==> config.mk <==
export PLATFORM = sky130hd
export DESIGN_NAME = sram_bridge_ctrl
export DESIGN_NICKNAME = d
export VERILOG_FILES = /design/src/rtl/sram_bridge_ctrl.sv
export SDC_FILE = /design/constraint.sdc
export NUM_CORES = 1
export LEC_CHECK = 0
export BUFFER_PORTS_ARGS = -buffer_cell sky130_fd_sc_hd__clkbuf_2
export CELL_PAD_IN_SITES_DETAIL_PLACEMENT = 1
export CELL_PAD_IN_SITES_GLOBAL_PLACEMENT = 2
export CORE_MARGIN = 3
export CORE_UTILIZATION = 30
export DETAILED_ROUTE_END_ITERATION = 7
export PLACE_DENSITY = 0.78
export SLEW_MARGIN = 20
export SYNTH_ARGS = -nofsm -noshare
export SYNTH_HDL_FRONTEND = slang
export SYNTH_SLANG_ARGS = --single-unit
==> constraint.sdc <==
create_clock -name clk -period 1.75 [get_ports clk]
set_input_delay 0.2625 -clock clk [delete_from_list [all_inputs] [get_ports clk]]
set_output_delay 0.2625 -clock clk [all_outputs]
set_load 0.02 [all_outputs]
==> src/rtl/sram_bridge_ctrl.sv <==
// Byte-stream to single-port SRAM bridge: CMD/ADDR/data frames from a UART receiver,
// single or burst word reads and writes, read data or an ack byte back to the transmitter.
module sram_bridge_ctrl #(
   parameter int         DATA_BYTES = 4,
   parameter int         ADDR_W     = 5,
   parameter int         RD_LAT     = 1,
   parameter logic [7:0] ACK_BYTE   = 8'hAC
) (
   input  logic                      clk,
   input  logic                      rst_n,
   input  logic [7:0]                rx_data,
   input  logic                      rx_valid,
   output logic                      rx_ready,
   output logic [7:0]                tx_data,
   output logic                      tx_valid,
   input  logic                      tx_ready,
   output logic                      csb_n,
   output logic                      we_n,
   output logic [ADDR_W-1:0]         addr,
   output logic [8*DATA_BYTES-1:0]   sram_din,
   input  logic [8*DATA_BYTES-1:0]   sram_dout,
   output logic                      busy
);

   localparam int         W        = 8 * DATA_BYTES;
   localparam logic [2:0] DB_LAST  = 3'(DATA_BYTES - 1);
   localparam logic [1:0] LAT_LAST = 2'(RD_LAT - 1);

   typedef enum logic [2:0] {
      S_IDLE, S_ADDR, S_WDATA, S_WRITE, S_RREQ, S_RWAIT, S_RSEND, S_ACK
   } state_t;

   state_t            state_reg;
   logic              is_read_reg;
   logic [6:0]        len_cnt_reg;
   logic [ADDR_W-1:0] addr_reg;
   logic [2:0]        byte_idx_reg;
   logic [1:0]        lat_cnt_reg;
   logic [W-1:0]      wbuf_reg;
   logic [W-1:0]      wbuf_next;
   logic [W-1:0]      tx_shift_reg;
   logic [W-1:0]      tx_shift_next;
   logic [7:0]        tx_data_reg;
   logic              tx_valid_reg;
   logic              rx_fire;
   logic              tx_fire;
   logic [DATA_BYTES-1:0] byte_wr;

   assign rx_fire       = rx_valid && rx_ready;
   assign tx_fire       = tx_valid_reg && tx_ready;
   assign tx_shift_next = tx_shift_reg >> 8;

   // Incoming bytes land LSB first in the lane selected by the byte index.
   genvar gi;
   generate
      for (gi = 0; gi < DATA_BYTES; gi++) begin : g_wlane
         assign byte_wr[gi] = (state_reg == S_WDATA) && rx_valid && (byte_idx_reg == 3'(gi));
         assign wbuf_next[gi*8 +: 8] = byte_wr[gi] ? rx_data : wbuf_reg[gi*8 +: 8];
      end
   endgenerate

   always_ff @(posedge clk or negedge rst_n) begin
      if (!rst_n) begin
         state_reg    <= S_IDLE;
         is_read_reg  <= 1'b0;
         len_cnt_reg  <= '0;
         addr_reg     <= '0;
         byte_idx_reg <= '0;
         lat_cnt_reg  <= '0;
         wbuf_reg     <= '0;
         tx_shift_reg <= '0;
         tx_data_reg  <= '0;
         tx_valid_reg <= 1'b0;
      end else begin
         wbuf_reg <= wbuf_next;
         case (state_reg)
            S_IDLE: begin
               if (rx_fire) begin
                  is_read_reg <= rx_data[7];
                  len_cnt_reg <= rx_data[6:0];
                  state_reg   <= S_ADDR;
               end
            end
            S_ADDR: begin
               if (rx_fire) begin
                  addr_reg     <= rx_data[ADDR_W-1:0];
                  byte_idx_reg <= '0;
                  state_reg    <= is_read_reg ? S_RREQ : S_WDATA;
               end
            end
            S_WDATA: begin
               if (rx_fire) begin
                  if (byte_idx_reg == DB_LAST) begin
                     byte_idx_reg <= '0;
                     state_reg    <= S_WRITE;
                  end else begin
                     byte_idx_reg <= byte_idx_reg + 3'd1;
                  end
               end
            end
            S_WRITE: begin
               addr_reg <= addr_reg + 1'b1;
               if (len_cnt_reg == 7'd0) begin
                  tx_data_reg  <= ACK_BYTE;
                  tx_valid_reg <= 1'b1;
                  state_reg    <= S_ACK;
               end else begin
                  len_cnt_reg <= len_cnt_reg - 7'd1;
                  state_reg   <= S_WDATA;
               end
            end
            S_RREQ: begin
               addr_reg    <= addr_reg + 1'b1;
               lat_cnt_reg <= '0;
               state_reg   <= S_RWAIT;
            end
            S_RWAIT: begin
               // Capture on the edge ending the last wait cycle; the word is held from here on.
               if (lat_cnt_reg == LAT_LAST) begin
                  tx_shift_reg <= sram_dout;
                  tx_data_reg  <= sram_dout[7:0];
                  tx_valid_reg <= 1'b1;
                  byte_idx_reg <= '0;
                  state_reg    <= S_RSEND;
               end else begin
                  lat_cnt_reg <= lat_cnt_reg + 2'd1;
               end
            end
            S_RSEND: begin
               if (tx_fire) begin
                  if (byte_idx_reg == DB_LAST) begin
                     tx_valid_reg <= 1'b0;
                     byte_idx_reg <= '0;
                     if (len_cnt_reg == 7'd0) begin
                        state_reg <= S_IDLE;
                     end else begin
                        len_cnt_reg <= len_cnt_reg - 7'd1;
                        state_reg   <= S_RREQ;
                     end
                  end else begin
                     byte_idx_reg <= byte_idx_reg + 3'd1;
                     tx_shift_reg <= tx_shift_next;
                     tx_data_reg  <= tx_shift_next[7:0];
                  end
               end
            end
            S_ACK: begin
               if (tx_fire) begin
                  tx_valid_reg <= 1'b0;
                  state_reg    <= S_IDLE;
               end
            end
            default: state_reg <= S_IDLE;
         endcase
      end
   end

   always_comb begin
      rx_ready = (state_reg == S_IDLE) || (state_reg == S_ADDR) || (state_reg == S_WDATA);
      csb_n    = !((state_reg == S_WRITE) || (state_reg == S_RREQ));
      we_n     = (state_reg != S_WRITE);
      busy     = (state_reg != S_IDLE);
   end

   assign addr     = addr_reg;
   assign sram_din = wbuf_reg;
   assign tx_data  = tx_data_reg;
   assign tx_valid = tx_valid_reg;

endmodule

==> impl_metrics.yaml, run 1 <==
global_routing:
  grt_pass1_wl_mm: 17.9
  busiest_layer: "met2"
  antenna_found_initial: 0
  use_met3: 0.0329
  gr-total-overflow: 0
  grtUsageTotal: 0.153
  grt_max_degree: 50
  met2_usage: 0.243
  grtUsageMet1: 0.203
  grt_pass1_vias: 3405
run_status:
  violations: "setup timing"
  status: "finished, violations left"
logic_synthesis:
  synth_edf_count: 0
  yosysWarnings: 0
  synthSimpleGateAreaFrac: 0.127
  ys_ff_latch: 86
  syn-num-nets: 440
  syn_inst: 388
  synth_fa_ha_area_frac: 0.0243
  synth_top_area_share: 0.523
  synth_top_cell_by_area: "dfrtp_1"
  synth_area_mm2: 0.00412
  ys_top_cells_by_area: "dfrtp_1 52%, mux2_2 8.8%, mux2i_1 4.9%"
  yosysUniqueCellTypes: 48
  synth_xor_xnor_area_share: 0
  synth_area_per_cell_um2: 10.6
  ys_seq_area_frac: 0.523
  synth-compound-area-share: 0.140
  async_flop_share: 1.00
  synth_ff_type: "dfrtp_1"
  muxShareOfSynthArea: 0.136
  synth_top_family_by_area: "compound AO/OA/AOI/OAI gates"
drt:
  vias: 3398
  routedWlPerCell_um: 16.8
  drc_errors: 0
  drtIter0Drc: 110
  detail-route-antenna-nets: 0
  dr.pass1.iters: 4
  wirelength_mm: 11.7
  viasPerCell: 4.88
sta:
  hold_viol: 0
  tightest_slew_ns: 0.425
  fin_skew_ns: 0.00693
  holdWs_ns: 0.136
  fin_crit_sh: 1.01
  min_period_ns: 1.77
  fmax_mhz: 566
  setup_viol: 1
  max_slew_margin: 0.717
  setup_slack_ns: -0.0178
  rsz0062_at_grt: "yes"
  maxSlewViolCount: 0
clock_network:
  insertion_delay_ns: 0.35
  clockBufferDepth: 2
  ctsRootBufferMaster: "clkbuf_16"
  htree_levels: 3
  cts.sink_count: 86
  cts_tree: "built"
  cts.clk_slew.worst_paths_ns: 0.07
  numCtsBuffers: 9
die:
  die_h_um: 123
  start_util: 0.308
  dieWidth_um: 123
  rows: 42
  ios: 94
  die_area_mm2: 0.0152
  core-area_mm2: 0.0133
place:
  port-buffer-count: 93
  globalplace.congestion: 0.779
  dpl.cell_count: 665
  place_ws_ns: -0.0742
  dp_hpwl_mm: 8.18
  post_dp_cell_area_mm2: 0.00494
worst_setup_path:
  end_kind: "output pin"
  path_class: "reg -> out"
  critPathMaxFanout: 4
  worstPathRequired_ns: 1.49
  cp.arrival_ns: 1.51
  critPathLaunchType: "register"
  rrSetupSlack_ns: 0.01
cells_and_area:
  n_fill_cell: 1545
  diodes: 0
  drive_gt1_frac: 0.411
  mostFrequentLayoutCells: "89 x clkbuf_2, 83 x dfrtp_1, 34 x a21oi_1, 31 x mux2_2, 30 x buf_4"
  final_cell_area_mm2: 0.00551
  largest_reg_flops: 32
  layout_commonest_cell: "clkbuf_2"
  fin_nets: 568
  syn_to_final_growth_pct: 33.7
  stdcell_count: 697
pwr:
  p_leak_nw: 2.64
  p_total_mw: 10.4
  peakVddDrop_v: 0.000517
  p_per_area_mw_per_mm2: 1890
run:
  maxCapViolCount: 0
hold_path:
  worstHoldPathType: "in -> reg"
-- metal layers --
layer,routed length [um],vias to the layer above
li1,-,1624
met1,5300,1704
met2,5810,52
met3,392,18
met4,218,0
met5,0,-
-- critical path, stage by stage (launching register included) --
cell	delay, ns
dfrtp_2	0.41
buf_6	0.13
buf_6	0.11
or3_4	0.37
buf_8	0.14
-- metrics by stage --
stage	setup TNS, ns	util
after CTS	-0.103	0.398
after global placement	-0.498	0.370
final	-0.0178	0.412
after global routing	-0.456	0.412
after detailed placement	-0.554	0.370
after floorplan	0	-
-- synth_stat cells, drive strengths merged (2+ instances only) --
master  count
a21o        2
a21oi      35
a22o        4
a22oi       2
a31o        3
buf        15
dfrtp      86
ha          8
inv        27
mux2       32
mux2i      20
nand2      28
nand2b     10
nand3      22
nand3b      2
nor2       28
nor2b       2
nor3        4
nor3b       2
o21a        5
o21ai      26
o22ai       7
o31ai       2
o32ai       2
-- path summary, 6_finish.rpt --
kind                       cells past startpoint                  startpoint                           end
setup / recovery                               4    state_reg[0]$_DFFE_PN0P_                          busy
hold / removal                                 3               sram_dout[26]  tx_shift_reg[26]$_DFFE_PN0P_
setup reg to reg                               6  len_cnt_reg[3]$_DFFE_PN0P_    len_cnt_reg[3]$_DFFE_PN0P_
hold reg to reg                                1  lat_cnt_reg[0]$_DFFE_PN0P_    lat_cnt_reg[0]$_DFFE_PN0P_
max in group asynchronous                      3                       rst_n      state_reg[0]$_DFFE_PN0P_
min in group asynchronous                      2                       rst_n        tx_data[4]$_DFFE_PN0P_
-- power breakdown --
part           switching, mW  internal, mW
registers              0.576          2.85
clock network          0.839          1.16
logic                   2.80          2.17
-- layout make-up --
| type | instances | area, um^2 | share of cell area |
|---|---|---|---|
| clock buffer | 10 | 239 | 0.0434 |
| clock inverter | 6 | 70.1 | 0.0127 |
| inverter | 27 | 106 | 0.0193 |
| multi-input combinational | 260 | 1860 | 0.337 |
| sequential | 86 | 2160 | 0.392 |
| tap | 176 | 220 | 0.0400 |
| timing repair buffer | 132 | 857 | 0.156 |
-- cells by family (layout without fill, tap and decap cells) --
group                      Yosys count  in the layout
adders and majority gates            8              8
buffers and inverters               43            175
muxes                               52             52
AOI/OAI and AO/OA                   94             95
DFF                                 86             86
and+or+nand+nor                    105            105
-- timing repair --
| action | 4_1_cts | 5_1_grt |
|---|---|---|
| pin swaps | 2 | 7 |
| endpoints found under the hold margin | 28 | 0 |
| cloned | 0 | 1 |
| endpoints found under the setup margin | 23 | 76 |
| resized for setup | 12 | 27 |
| hold buffers | 1 | 0 |
| setup buffers | 2 | 12 |
No activity file was read; power rests on OpenSTA's default activity.
==> inputs of run 2 (changes only) <==
BUFFER_PORTS_ARGS = default   (was -buffer_cell sky130_fd_sc_hd__clkbuf_2)
CORE_ASPECT_RATIO = 0.7   (was default)
DONT_BUFFER_PORTS = 1   (was default)
PLACE_DENSITY = 0.68   (was 0.78)
==> run 2 against run 1 <==
Compared with the run above: the flow finishes with violations (hold timing); combinational power down 17%; sequential power up 17%; critical path type unchanged; fmax up 5.4%; via count down 9.0%; critical path depth down 2; die area up 0.14%; hold slack worse by 0.52 ns; largest power group unchanged.
==> impl_metrics.yaml, run 2 (synthesis gave the netlist of run 1 again) <==
drt:
  wirelength_mm: 11.7
  viasPerCell: 4.95
  drc_errors: 0
  detail-route-antenna-nets: 0
  routedWlPerCell_um: 18.8
  vias: 3091
  drtIter0Drc: 178
  dr.pass1.iters: 4
sta:
  hold_viol: 86
  fmax_mhz: 596
  tightest_slew_ns: 0.323
  setup_viol: 0
  rsz0062_at_grt: "yes"
  maxSlewViolCount: 0
  max_slew_margin: 0.783
  min_period_ns: 1.68
  fin_skew_ns: 0.00619
  fin_crit_sh: 0.958
  setup_slack_ns: 0.0732
  holdWs_ns: -0.381
cells_and_area:
  stdcell_count: 624
  drive_gt1_frac: 0.301
  diodes: 0
  fin_nets: 486
  largest_reg_flops: 32
  regArea_mm2: 0.00216
  layout_commonest_cell: "dfrtp_1"
  multi_input_area_mm2: 0.00184
  n_fill_cell: 1477
  syn_to_final_growth_pct: 24.3
  final_cell_area_mm2: 0.00512
  mostFrequentLayoutCells: "83 x dfrtp_1, 42 x buf_4, 34 x a21oi_1, 32 x mux2_2, 28 x nor2_1"
place:
  dp_hpwl_mm: 8.05
  globalplace.congestion: 0.810
  post_dp_cell_area_mm2: 0.00457
  port-buffer-count: 0
  place_ws_ns: -0.0157
  dpl.cell_count: 595
run_status:
  status: "finished, violations left"
  violations: "hold timing"
global_routing:
  grt_max_degree: 87
  grt_pass1_vias: 3254
  antenna_found_initial: 0
  grtUsageTotal: 0.154
  grt_pass1_wl_mm: 18.5
  gr-total-overflow: 0
clock_network:
  cts.clk_slew.worst_paths_ns: 0.07
  insertion_delay_ns: 0.34
  clockBufferDepth: 2
  cts_tree: "built"
  numCtsBuffers: 9
  cts.sink_count: 86
  ctsRootBufferMaster: "clkbuf_16"
  htree_levels: 3
worst_setup_path:
  critPathMaxFanout: 6
  path_class: "reg -> out"
  end_kind: "output pin"
  cp.arrival_ns: 1.41
  rrSetupSlack_ns: 0.10
  r2r-end: "len_cnt_reg[2]$_DFFE_PN0P_"
  worstPathRequired_ns: 1.49
  critPathLaunchType: "register"
  reg2reg_depth: 7
  reg2reg_from: "len_cnt_reg[1]$_DFFE_PN0P_"
die:
  start_util: 0.310
  ios: 94
  core-area_mm2: 0.0133
  rows: 35
  die_area_mm2: 0.0152
  dieWidth_um: 146
  die_h_um: 104
pwr:
  p_per_area_mw_per_mm2: 1980
  p_total_mw: 10.2
  peakVddDrop_v: 0.000627
  p_leak_nw: 2.30
run:
  maxCapViolCount: 0
hold_path:
  worstHoldPathType: "in -> async"
==> run 2: cell count changes in the layout (fill, tap and decap cells not counted), moves of 3 or more <==
cell / before / now
clkbuf_2: 89 / 0
buf_6: 5 / 1
inv_6: 2 / 5
clkinv_4: 3 / 0
buf_4: 30 / 42
==> run 2: critical path: stages (launching register included) <==
cell and delay [ns]:
dfrtp_2 0.46, buf_4 0.18, or3_4 0.43
==> run 2: stage by stage <==
step | setup TNS [ns] | hold WS (ns) | utilization
2_1_floorplan | 0 | -0.0331 | -
3_3_place_gp | 0 | -0.0292 | 0.345
3_5_place_dp | -0.0260 | -0.0283 | 0.345
4_1_cts | -0.0916 | -0.401 | 0.372
5_1_grt | -0.0373 | -0.410 | 0.386
6_report | 0 | -0.381 | 0.386
==> run 2: how the worst max path moves through the flow <==
stage                                      startpoint                          to
after global routing       len_cnt_reg[1]$_DFFE_PN0P_  len_cnt_reg[4]$_DFFE_PN0P_
final                        state_reg[0]$_DFFE_PN0P_                        busy
after detailed placement  byte_idx_reg[0]$_DFFE_PN0P_      tx_data[5]$_DFFE_PN0P_
after CTS                    state_reg[2]$_DFFE_PN0P_  len_cnt_reg[3]$_DFFE_PN0P_
after floorplan              state_reg[2]$_DFFE_PN0P_         addr[2]$_DFFE_PN0P_
after global placement       state_reg[0]$_DFFE_PN0P_         addr[2]$_DFFE_PN0P_
==> run 2: repair_timing <==
action,4_1_cts,5_1_grt
buffers inserted,0,10
gates cloned,1,2
resized for setup,5,19
endpoints found under the setup margin,6,78
endpoints found under the hold margin,86,86
pin swaps,1,4
==> run 2: area by class of cell <==
cell class / instances / area share
well taps: 185 / 0.0452
flip-flops and latches: 86 / 0.421
repair buffers: 50 / 0.0936
clock buffers: 10 / 0.0467
inverters: 27 / 0.0198
multi-input cells: 260 / 0.359
clock inverters: 6 / 0.0144
==> run 2: metal layers <==
metal  vias up  GRT usage  wire length [um]
li1       1462          -                 -
met1      1567      0.214              5730
met2        52      0.232              5200
met3        10     0.0536               696
met4         0     0.0342               107
met5         -          0                 0
==> run 2: where the power goes <==
group	switching [mW]	internal [mW]	total [mW]
clock network	0.857	1.17	2.03
registers	1.16	2.84	4.01
logic	2.08	2.04	4.11
==> inputs of run 3 (changes only) <==
ABC_AREA = 1   (was default)
CORE_MARGIN = 2   (was 3)
PLACE_DENSITY = 0.73   (was 0.68)
==> run 3 against run 2 <==
Compared with the run above: the run still ends with hold timing left; sequential share of layout area fell by 1.3 points; fmax fell by 2.5%; utilization shrank 2.5 points; synthesized cell count rose by 41%; non-clock buffer count decreased by 11; critical path depth grew 4; die area rose by 5.0%; flip-flop and latch count did not move; setup slack worse by 0.043 ns.
==> impl_metrics.yaml, run 3 <==
run_status:
  status: "finished, violations left"
  violations: "hold timing"
global_routing:
  grt_pass1_vias: 3815
  antenna_found_initial: 0
  gr-total-overflow: 0
  grtUsageTotal: 0.163
  grt_pass1_wl_mm: 20.2
  grt_max_degree: 87
run:
  maxCapViolCount: 0
drt:
  drtIter0Drc: 143
  detail-route-antenna-nets: 0
  dr.pass1.iters: 4
  wirelength_mm: 12.3
  vias: 3696
  routedWlPerCell_um: 15.8
  drc_errors: 0
  viasPerCell: 4.74
pwr:
  p_int_mw: 5.46
  seqPwrFrac: 0.393
  p_sw_mw: 4.48
  p_leak_nw: 2.58
  peakVddDrop_v: 0.000610
  p_per_area_mw_per_mm2: 1880
  switching_share: 0.451
  clock_power_share: 0.189
  p_comb_frac: 0.418
sta:
  min_period_ns: 1.72
  setup_viol: 0
  max_slew_margin: 0.755
  setup_slack_ns: 0.0304
  fmax_mhz: 582
  holdWs_ns: -0.397
  maxSlewViolCount: 0
  hold_viol: 86
  fin_skew_ns: 0.00967
  rsz0062_at_grt: "yes"
  tightest_slew_ns: 0.368
  finalSetupTns_ns: 0
  fin_crit_sh: 0.983
worst_setup_path:
  slowest_delay_ns: 0.42
  cpMaxStageDelayCell: "dfrtp_2"
  cp.arrival_ns: 1.46
  worstPathRequired_ns: 1.49
  critPathMaxFanout: 4
  crit_chain: "buf_4 -> inv_4 -> nand2_2 -> o21ai_4 -> inv_2 -> buf_4"
  end_kind: "output pin"
  path_class: "reg -> out"
  critPathLaunchType: "register"
  worst_path_most_repeated_cell: "buf_4"
cells_and_area:
  drive_gt1_frac: 0.200
  regArea_mm2: 0.00216
  n_fill_cell: 1792
  multi_input_area_mm2: 0.00200
  mostFrequentLayoutCells: "187 x nand2_1, 83 x dfrtp_1, 55 x inv_1, 39 x nand3_1, 37 x o21ai_0"
  stdcell_count: 780
  fin_nets: 632
  layout_commonest_cell: "nand2_1"
  final_cell_area_mm2: 0.00528
  diodes: 0
  syn_to_final_growth_pct: 17.9
  largest_reg_flops: 32
logic_synthesis:
  synth_edf_count: 0
  yosysUniqueCellTypes: 31
  synth_top_area_share: 0.480
  synth.most_common_cell: "nand2_1"
  syn-num-nets: 599
  ys_seq_area_frac: 0.480
  yosysWarnings: 0
  syn_inst: 547
  synth_area_per_cell_um2: 8.19
  synth_ff_type: "dfrtp_1"
  synth_top_cell_by_area: "dfrtp_1"
  ys_top_cells_by_area: "dfrtp_1 48%, nand2_1 16%, inv_1 4.8%"
  ys_ff_latch: 86
  synthTopCellsByCount: "192 x nand2_1, 86 x dfrtp_1, 57 x inv_1"
  async_flop_share: 1.00
  synth_area_mm2: 0.00448
die:
  ios: 94
  die_h_um: 106
  start_util: 0.306
  die_area_mm2: 0.0159
  dieWidth_um: 150
  core-area_mm2: 0.0146
  rows: 37
clock_network:
  numCtsBuffers: 9
  ctsRootBufferMaster: "clkbuf_16"
  cts.clk_slew.worst_paths_ns: 0.07
  cts.sink_count: 86
  cts_tree: "built"
  insertion_delay_ns: 0.35
  clockBufferDepth: 2
  htree_levels: 3
place:
  port-buffer-count: 0
  globalplace.congestion: 0.820
  dp_hpwl_mm: 9.16
  post_dp_cell_area_mm2: 0.00485
  place_ws_ns: -0.0133
  dpl.cell_count: 756
hold_path:
  worstHoldPathType: "in -> async"
==> run 3: timing repair <==
item	CTS	global route
resized for setup	6	15
hold endpoints to repair	86	86
endpoints found under the setup margin	37	63
setup buffers	5	2
cloned	0	1
pin swaps	2	2
==> run 3: cell type report <==
cell class                      instances  area share
Timing Repair Buffer                   39      0.0673
Clock inverter                          6      0.0102
Clock buffer                           10      0.0452
Tap cell                              195      0.0462
Multi-Input combinational cell        383       0.378
Sequential cell                        86       0.408
Inverter                               61      0.0448
==> run 3: per-layer routing <==
layer	GRT usage	vias up	wire (um)
met5	0	-	0
met3	0.0511	12	573
met4	0.0411	0	147
li1	-	1826	-
met1	0.230	1807	6190
met2	0.241	51	5380
==> run 3: cell families (layout without fill, tap and decap cells) <==
logic type / count (synthesis) / in the layout / synth area share
and+or+nand+nor: 273 / 273 / 0.272
AOI/OAI and AO/OA: 99 / 99 / 0.134
DFF: 86 / 86 / 0.480
buffers and inverters: 78 / 116 / 0.0857
adders and majority gates: 8 / 8 / 0.0223
xor gates and xnor gates: 3 / 3 / 0.00587
==> run 3: worst paths after layout <==
kind | from | end | slack [ns] | cells past startpoint
worst max-delay path | state_reg[1]$_DFFE_PN0P_ | csb_n | 0.03 | 6
worst min-delay path | rst_n | tx_shift_reg[28]$_DFFE_PN0P_ | -0.40 | 0
worst max register to register | state_reg[1]$_DFFE_PN0P_ | tx_data[3]$_DFFE_PN0P_ | 0.10 | 10
worst min register to register | lat_cnt_reg[1]$_DFFE_PN0P_ | lat_cnt_reg[1]$_DFFE_PN0P_ | 0.48 | 2
max in group asynchronous | rst_n | state_reg[2]$_DFFE_PN0P_ | 2.02 | 0
min in group clk | sram_dout[29] | tx_shift_reg[29]$_DFFE_PN0P_ | 0.06 | 2
==> run 3: power by group through the flow <==
stage | combinational [mW] | sequential, mW | clock [mW]
after floorplan | 2.89 | 3.75 | 0
after global placement | 3.76 | 3.95 | 0
after detailed placement | 3.90 | 3.98 | 0
after CTS | 4.07 | 3.92 | 1.95
after global routing | 4.75 | 4.03 | 2.02
final | 4.16 | 3.91 | 1.88
==> run 3: through the flow <==
step | util | power, mW
6_report | 0.361 | 9.94
5_1_grt | 0.361 | 10.8
4_1_cts | 0.355 | 9.94
3_5_place_dp | 0.331 | 7.88
3_3_place_gp | 0.331 | 7.70
2_1_floorplan | - | 6.64
==> run 3: critical path: cells and delay by family (launching register included) <==
| family | cells | cell delay [ns] |
|---|---|---|
| AOI/OAI and AO/OA | 1 | 0.18 |
| buffers and inverters | 4 | 0.43 |
| DFF | 1 | 0.42 |
| and+or+nand+nor | 1 | 0.08 |
